===== src/rtl/radix2_div.sv =====
// rtl/radix2_div.sv - iterative radix-2 restoring divider behind dividend/divisor/dout streams
module radix2_div #(
    parameter int SIGNED = 1,
    parameter int WIDTH  = 32
) (
    input  logic                 clk,
    input  logic                 reset,
    input  logic                 s_axis_dividend_tvalid,
    output logic                 s_axis_dividend_tready,
    input  logic [WIDTH-1:0]     s_axis_dividend_tdata,
    input  logic                 s_axis_divisor_tvalid,
    output logic                 s_axis_divisor_tready,
    input  logic [WIDTH-1:0]     s_axis_divisor_tdata,
    output logic                 m_axis_dout_tvalid,
    output logic [2*WIDTH-1:0]   m_axis_dout_tdata
);

    localparam int CW = (WIDTH > 1) ? $clog2(WIDTH) : 1;

    typedef enum logic [1:0] {IDLE, BUSY, FIX} state_t;

    state_t           state, state_next;
    logic [CW-1:0]    cnt;
    logic             neg_q, neg_r, dbz;
    logic [WIDTH-1:0] abs_dvs, raw_dvd, prem, qs;
    logic             ready, accept, last_iter;
    logic             dvd_neg, dvs_neg;
    logic [WIDTH-1:0] abs_dvd_in, abs_dvs_in;
    logic [WIDTH:0]   shifted, trial;
    logic [WIDTH-1:0] q_fix, r_fix;

    // Ready is held low while reset is asserted so nothing is accepted during reset.
    assign ready                  = (state == IDLE) && reset;
    assign s_axis_dividend_tready = ready;
    assign s_axis_divisor_tready  = ready;
    assign accept    = ready && s_axis_dividend_tvalid && s_axis_divisor_tvalid;
    assign last_iter = (cnt == CW'(WIDTH - 1));

    // Magnitudes are taken modulo 2^WIDTH, so the most negative value maps onto itself.
    assign dvd_neg    = (SIGNED != 0) && s_axis_dividend_tdata[WIDTH-1];
    assign dvs_neg    = (SIGNED != 0) && s_axis_divisor_tdata[WIDTH-1];
    assign abs_dvd_in = dvd_neg ? -s_axis_dividend_tdata : s_axis_dividend_tdata;
    assign abs_dvs_in = dvs_neg ? -s_axis_divisor_tdata : s_axis_divisor_tdata;

    // One restoring step: bring in the next dividend bit and try subtracting the divisor.
    assign shifted = {prem, qs[WIDTH-1]};
    assign trial   = shifted - {1'b0, abs_dvs};

    // Sign fix-up; divide-by-zero overrides with all-ones quotient and the raw dividend.
    assign q_fix = dbz ? {WIDTH{1'b1}} : (neg_q ? -qs : qs);
    assign r_fix = dbz ? raw_dvd : (neg_r ? -prem : prem);

    // State register.
    always_ff @(posedge clk) begin
        if (!reset) state <= IDLE;
        else        state <= state_next;
    end

    // Next-state logic.
    always_comb begin
        state_next = state;
        case (state)
            IDLE:    if (accept) state_next = BUSY;
            BUSY:    if (last_iter) state_next = FIX;
            FIX:     state_next = IDLE;
            default: state_next = IDLE;
        endcase
    end

    // Operand capture, iteration datapath and registered result.
    always_ff @(posedge clk) begin
        if (!reset) begin
            cnt                <= '0;
            neg_q              <= 1'b0;
            neg_r              <= 1'b0;
            dbz                <= 1'b0;
            abs_dvs            <= '0;
            raw_dvd            <= '0;
            prem               <= '0;
            qs                 <= '0;
            m_axis_dout_tvalid <= 1'b0;
            m_axis_dout_tdata  <= '0;
        end else begin
            m_axis_dout_tvalid <= 1'b0;
            case (state)
                IDLE: begin
                    if (accept) begin
                        neg_q   <= dvd_neg ^ dvs_neg;
                        neg_r   <= dvd_neg;
                        dbz     <= (s_axis_divisor_tdata == '0);
                        abs_dvs <= abs_dvs_in;
                        raw_dvd <= s_axis_dividend_tdata;
                        qs      <= abs_dvd_in;
                        prem    <= '0;
                        cnt     <= '0;
                    end
                end
                BUSY: begin
                    if (!trial[WIDTH]) begin
                        prem <= trial[WIDTH-1:0];
                        qs   <= {qs[WIDTH-2:0], 1'b1};
                    end else begin
                        prem <= shifted[WIDTH-1:0];
                        qs   <= {qs[WIDTH-2:0], 1'b0};
                    end
                    cnt <= cnt + CW'(1);
                end
                FIX: begin
                    m_axis_dout_tdata  <= {q_fix, r_fix};
                    m_axis_dout_tvalid <= 1'b1;
                end
                default: ;
            endcase
        end
    end

endmodule

===== config.mk =====
export PLATFORM = sky130hd
export DESIGN_NAME = radix2_div
export DESIGN_NICKNAME = d
export VERILOG_FILES = /design/src/rtl/radix2_div.sv
export SDC_FILE = /design/constraint.sdc
export NUM_CORES = 1
export LEC_CHECK = 0
export CORE_MARGIN = 1.5
export CORE_UTILIZATION = 50
export DETAILED_ROUTE_END_ITERATION = 8
export PLACE_DENSITY_LB_ADDON = 0.2
export SLEW_MARGIN = 20
export SYNTH_ARGS = -nofsm -noshare
export SYNTH_HDL_FRONTEND = slang
export SYNTH_SLANG_ARGS = --single-unit

===== constraint.sdc =====
create_clock -name clk -period 6.7 [get_ports clk]
set_input_delay 1.005 -clock clk [delete_from_list [all_inputs] [get_ports clk]]
set_output_delay 1.005 -clock clk [all_outputs]
set_load 0.1 [all_outputs]

# == Word-level counts from Yosys, hierarchy flattened ==
# Index checks and enable logic that the tools add are counted.
# word_totals
reg_bits,203
latchBits,0
ram_bits,0
romBits,0
output_inout_bits,67
elab_cells,50
mem_count,0
# op_classes
n_addsub,6
n_mul,0
div,0
n_lt_le_gt_ge,0
n_eq_ne,5
shifts,0
mux,18
bitwise_logic,1
reduce_logical,9
# op_table
operator,count
two-way mux 32 bit,9
negation 32 bit,4
one-hot mux 32 bit (2 select lines),2
subtractor 33 x 32 -> 33 bit,1
zero test 32 bit,1
one-hot mux 5 bit (2 select lines),1
AND reduction 2 bit,3
"adder 5 x 1 -> 5 bit, second input constant",1
"== test 5 bit, second input constant",1
two-way mux 5 bit,1
two-way mux 2 bit,2
"!= test 2 bit, second input constant",2
one-hot mux 2 bit (2 select lines),1
logical AND 1 bit,3
"== test 2 x 1 -> 1 bit, second input constant",1
"== test 2 bit, second input constant",1
zero test 2 bit,1
two-way mux 1 bit,2
nonzero test 2 bit,1
XOR 1 bit,1

# == Longest topological paths before layout ==
# Gate-level depths: netlist of the first run.
# depth
depth_word,6
ltp_mapped,14
ltp_nobuf,12

# == Worst setup path after synthesis of the first run ==
# Ideal clock, no wire load.
# synth_path
kind,input to output
start,input port reset
end,output port s_axis_divisor_tready
t_arrival_ns,4.106
path_slack_ns,1.589
cell_stages,4
n_path_buf,2
cell_sequence,clkbuf_1 -> inv_2 -> nor3_1 -> buf_4
# synth_between
elab_chain_cells,1
# synth_rtl
element,line_no,source
start: declaration,7,"input logic reset,"
logical AND 1 bit,33,assign ready = (state == IDLE) && reset;
end: declaration,12,"output logic s_axis_divisor_tready,"
# No other way between the ends.

# == Final worst setup path of the first run ==
# Ends and elaborated chain as after synthesis.

==> impl_metrics.ini, run 1 <==
[run_status]
status = finished clean

[clocking]
postCtsSetupRepairBufs = 0
clock_sinks = 202
post_cts_resized = 0
cts_tree = built
clock_path_buffers = 3
htreeDepth = 1
postCtsHoldBufs = 0
cts.clk_slew.worst_paths_ns = 0.06
cts_buffers = 24
clock_latency_ns = 0.52
cts_root_buffer = clkbuf_16

[route]
drt_iter0_drc = 698
viasPerCell = 5.64
postRouteWirelength_um = 31600
drc = 0
route.antenna.remaining_nets = 0
via_count = 10908
dr.pass1.iters = 5
wl_per_cell_um = 16.3

[setup_path]
cp_top_family = buffers and inverters
crit_buf_inv = 3
cp-end-kind = output pin
path_cells = buf_2, inv_2, nor3_1, clkdlybuf4s50_1
critical_path_class = in -> out
max_stage_delay_ns = 1.27
worstSetupStartpointType = primary input
cp.required_ns = 5.69
worstPathArrival_ns = 2.98
slowest_stage = clkdlybuf4s50_1
critPathMaxFanout = 4

[sta]
hold_viol = 0
grt_setup_unrepaired = no
fin_tns_setup_ns = 0
fin_hold_ws_ns = 0.455
worst_clock_skew_ns = 0.0101
fmax_mhz = 251
finalCriticalPeriod_ns = 3.99
layout_setup_ws_ns = 2.71
slew_headroom = 0.279
finalCritPeriodShare = 0.595
setup_viol = 0
slew_viol_final = 0
worst_pin_slew_ns = 1.08

[synth]
synth_top_cell_area_share = 0.342
synthCells = 1517
synth_top_family_by_area = compound AO/OA/AOI/OAI gates
yosysWarnings = 0
synth.avg_cell_area_sq_um = 7.79
synth_ff_type = dfxtp_1
yosys.area_share.adder = 0.0419
synth-seq-area-share = 0.342
synth_most_common_cell = nand2_1
ys_top_cells_by_area = dfxtp_1 (34%), nand2_1 (8.4%), xor2_1 (6.7%), a21oi_1 (6.4%), o21ai_0 (5.1%)
ys_ff_latch = 202
synth_simple_gate_area_frac = 0.192
synth-edff-count = 0
synth_cell_types = 75
synthMuxAreaShare = 0.0297
yosys.area_share.xor_xnor = 0.106
synth_compound_area_frac = 0.240
syn_nets = 1624
synth_async_sr_flop_share = 0
synth_area_sq_um = 11800
synthTopCellsByCount = nand2_1 (264), dfxtp_1 (202), a21oi_1 (150)
yosys.area.top_type = dfxtp_1

[placed_design]
postPlaceCellArea_sq_um = 13300
dpl_worst_slack_ns = 2.67
gp_congestion = 0.901
dp_hpwl_um = 22600
io_buffer_count = 134

[power]
leakage_nw = 5.17
ir_worst_vdd_uv = 363
p_total_w = 0.00507
power_density_nw_per_um2 = 359

[die]
initial_core_util = 0.506
die-area_sq_um = 24600
coreArea_sq_um = 23300
io_pins = 135
die_h_um = 157
row_count = 56
fp.dieW_um = 157

[flow_run]
maxCapViolations = 0

[cells_and_area]
register_area_sq_um = 4050
num-fill-cells = 2194
nNetsFinal = 1705
syn_to_final_growth_pct = 19.5
antenna-diode-count = 0
final_cell_area_sq_um = 14100
drive_gt1_frac = 0.0514
multiInputGateArea_sq_um = 7250

[global_routing]
overflow = 0
grt_usage = 0.252
grt_pass1_vias = 9933
antenna_found_initial = 0
grt_pass1_wl_um = 50300
grt_max_degree = 100

[hold_path]
hp-class = reg -> reg
[path summary, 6_finish.rpt]
check,from,to,slack (ns),depth (start not counted)
worst max-delay path,reset,s_axis_divisor_tready,2.71,4
worst min register to register,m_axis_dout_tdata[28]$_SDFFE_PN0P_,m_axis_dout_tdata[28]$_SDFFE_PN0P_,0.45,2
worst min-delay path,m_axis_dout_tdata[28]$_SDFFE_PN0P_,m_axis_dout_tdata[28]$_SDFFE_PN0P_,0.45,2
worst max register to register,qs[31]$_SDFFE_PN0P_,prem[3]$_SDFFE_PN0P_,2.96,13
[area by class of cell]
type | count | area share
well taps | 319 | 0.0283
clock buffers | 39 | 0.0537
repair buffers | 146 | 0.101
flip-flops and latches | 202 | 0.286
inverters | 51 | 0.0136
multi-input cells | 1173 | 0.514
clock inverters | 5 | 0.00372
[cell families (layout without fill, tap and decap cells)]
| kind of cell | Yosys count | count (layout) |
|---|---|---|
| AOI/OAI and AO/OA | 471 | 471 |
| xor gates and xnor gates | 143 | 143 |
| adders and majority gates | 39 | 39 |
| buffers and inverters | 142 | 241 |
| DFF | 202 | 202 |
| muxes | 35 | 35 |
| and+or+nand+nor | 485 | 485 |
[state kept, by name, indices dropped and copies added (netlist names)]
register / count
neg_r: 1
prem: 32
raw_dvd: 31
m_axis_dout_tdata: 64
m_axis_dout_tvalid: 1
abs_dvs: 32
cnt: 5
qs: 32
neg_q: 1
state: 2
dbz: 1
[metrics by stage]
step                utilization  std cells
global placement          0.570       1891
CTS                       0.605       1935
floorplan                     -       1517
finish                    0.605       1935
detailed placement        0.570       1891
global route              0.605       1935
[where the power goes]
group | switching (W) | total [W] | internal, W
Clock | 0.000505 | 0.00131 | 0.000807
Sequential | 0.000113 | 0.00139 | 0.00127
Combinational | 0.00135 | 0.00237 | 0.00102
[worst reg2reg max path: cells and delay by family, from the launching register on]
family	cells	cell delay, ns
AOI/OAI and AO/OA	4	1.09
and+or+nand+nor	4	0.64
adders and majority gates	2	0.63
buffers and inverters	2	0.58
DFF	1	0.33
muxes	1	0.29
[cells in the final DEF, fill, tap and decap left out, types with 50 or more instances in the layout]
master	instances
o21ai_1	53
inv_1	50
o21ai_0	121
xor2_1	90
nand2_1	264
nor2_1	50
xnor2_1	53
dfxtp_1	201
a21oi_1	150
clkdlybuf4s50_1	132
[routing by layer]
| layer | global-route usage | share of wire | vias to the layer above |
|---|---|---|---|
| met3 | 0.0324 | 0.045 | 61 |
| met2 | 0.435 | 0.48 | 247 |
| met5 | 0 | 0 | - |
| li1 | - | - | 5524 |
| met4 | 0.0825 | 0.028 | 0 |
| met1 | 0.325 | 0.45 | 5076 |
Note: power is estimated with default switching activity, not from simulation.
==> run 2, diff against run 1 <==
==> constraint.sdc (replaced) <==
create_clock -name clk -period 3.3 [get_ports clk]
set_input_delay 0.495 -clock clk [delete_from_list [all_inputs] [get_ports clk]]
set_output_delay 0.495 -clock clk [all_outputs]
set_load 0.1 [all_outputs]
==> impl_metrics.ini, run 2 (synthesis results as in run 1) <==
[setup_path]
critPathLaunch = qs[31]$_SDFFE_PN0P_
critPathMaxFanout = 7
worstSetupStartpointType = register
critPathCapture = prem[12]$_SDFFE_PN0P_
rr_startpoint = qs[31]$_SDFFE_PN0P_
cp-end-kind = register
cp.required_ns = 3.72
worstPathArrival_ns = 3.59
r2r_slack_ns = 0.13
r2r-end = prem[12]$_SDFFE_PN0P_
critical_path_class = reg -> reg
ff2ff_path_depth = 13

[die]
die_h_um = 157
io_pins = 135
die-area_sq_um = 24600
coreArea_sq_um = 23300
initial_core_util = 0.506
fp.dieW_um = 157
row_count = 56

[cells_and_area]
utilization = 0.625
num-fill-cells = 2112
syn_to_final_growth_pct = 23.4
largest_register_ff_count = 64
antenna-diode-count = 0
drive_gt1_frac = 0.0829
top_register = m_axis_dout_tdata
nNetsFinal = 1756
final_cell_mix = nand2_1 (264), dfxtp_1 (202), a21oi_1 (149)
final_common_cell = nand2_1

[sta]
slew_headroom = 0.317
finalCritPeriodShare = 0.960
fin_tns_setup_ns = 0
slew_viol_final = 0
fmax_mhz = 316
hold_viol = 0
setup_viol = 0
worst_clock_skew_ns = 0.0122
worst_pin_slew_ns = 1.02
finalCriticalPeriod_ns = 3.17

[global_routing]
grt_usage = 0.256
grt_max_degree = 99
grt_pass1_vias = 10177
overflow = 0
grt_pass1_wl_um = 51200
antenna_found_initial = 0

[flow_run]
maxCapViolations = 0

[clocking]
cts.clk_slew.worst_paths_ns = 0.06
clock_latency_ns = 0.53
htreeDepth = 1
postCtsHoldBufs = 0
cts_root_buffer = clkbuf_16
clock_sinks = 202
clock_path_buffers = 3
cts_tree = built
cts_buffers = 23

[route]
drt_iter0_drc = 786
wl_met2_um = 15400
dr.pass1.iters = 5
wl_met1_um = 14400
routed.top_layer = met4
route.antenna.remaining_nets = 0
wl_met3_um = 1490
drc = 0
wl_per_cell_um = 16.3
via_count = 11245
viasPerCell = 5.67
postRouteWirelength_um = 32300

[hold_path]
whs_path_depth = 2
hp-class = reg -> reg

[run_status]
status = finished clean

[placed_design]
io_buffer_count = 134
dp_hpwl_um = 23600
gp_congestion = 0.896

[power]
leakage_nw = 5.43
ir_worst_vdd_uv = 596
power_density_nw_per_um2 = 756
## run 2: changes by cell type in the layout (fill, tap and decap cells not counted), moves of 2 or more
| cell | delta |
|---|---|
| buf_6 | +2 |
| buf_12 | +3 |
| nor3_1 | -2 |
| buf_4 | +47 |
## run 2: how the worst min path moves through the flow
stage / startpoint / slack, ns / end
CTS: m_axis_dout_tdata[8]$_SDFFE_PN0P_ / 0.46 / m_axis_dout_tdata[8]$_SDFFE_PN0P_
finish: m_axis_dout_tdata[13]$_SDFFE_PN0P_ / 0.46 / m_axis_dout_tdata[13]$_SDFFE_PN0P_
global placement: raw_dvd[29]$_SDFFE_PN0P_ / 0.44 / raw_dvd[29]$_SDFFE_PN0P_
global route: m_axis_dout_tdata[14]$_SDFFE_PN0P_ / 0.48 / m_axis_dout_tdata[14]$_SDFFE_PN0P_
detailed placement: m_axis_dout_tdata[8]$_SDFFE_PN0P_ / 0.45 / m_axis_dout_tdata[8]$_SDFFE_PN0P_
floorplan: raw_dvd[24]$_SDFFE_PN0P_ / 0.43 / raw_dvd[24]$_SDFFE_PN0P_
## run 2: timing repair
item	4_1_cts	5_1_grt
buffers inserted	0	1
resized for setup	0	8
endpoints found under the setup margin	0	33
## run 2: per-layer routing
layer / up-vias / global-route usage
met5: - / 0
met4: 0 / 0.0753
met3: 70 / 0.0327
met2: 291 / 0.445
met1: 5259 / 0.330
li1: 5625 / -
## run 2: where the power goes
| group | leakage, nW | switching [W] | internal (W) |
|---|---|---|---|
| logic | 3.43 | 0.00304 | 0.00265 |
| clock network | 0.373 | 0.00103 | 0.00152 |
| registers | 1.64 | 0.000196 | 0.00259 |
| total | 5.43 | 0.00427 | 0.00676 |
## run 2: stage by stage
stage               power (W)  cells  setup WS (ns)  cell area [sq um]  hold slack, ns
finish                 0.0110   1983          0.133              14600           0.456
global route           0.0116   1983       -0.00919              14600           0.475
CTS                    0.0105   1979         0.0144              14500           0.457
detailed placement    0.00797   1939        0.00475              13700           0.449
global placement      0.00789   1939         0.0322              13700           0.442
floorplan             0.00668   1517          0.324              11800           0.433
## run 2: final cells by class
type	instances	area [sq um]	area share
multi-input cells	1173	7300	0.501
flip-flops and latches	202	4040	0.277
repair buffers	198	1890	0.130
inverters	51	191	0.0131
well taps	319	399	0.0274
clock buffers	36	694	0.0476
clock inverters	4	60.1	0.00412
## run 2: worst max-delay path, cell delays in order (launching register included)
cell       delay (ns)
dfxtp_1          0.33
inv_1            0.06
ha_1             0.21
fa_1             0.39
nand2b_4         0.16
a21oi_2          0.20
o2111a_2         0.25
nor3_2           0.05
o311a_1          0.33
o2111ai_2        0.24
nand4bb_4        0.26
clkbuf_16        0.25
mux2i_1          0.11
a22o_1           0.20
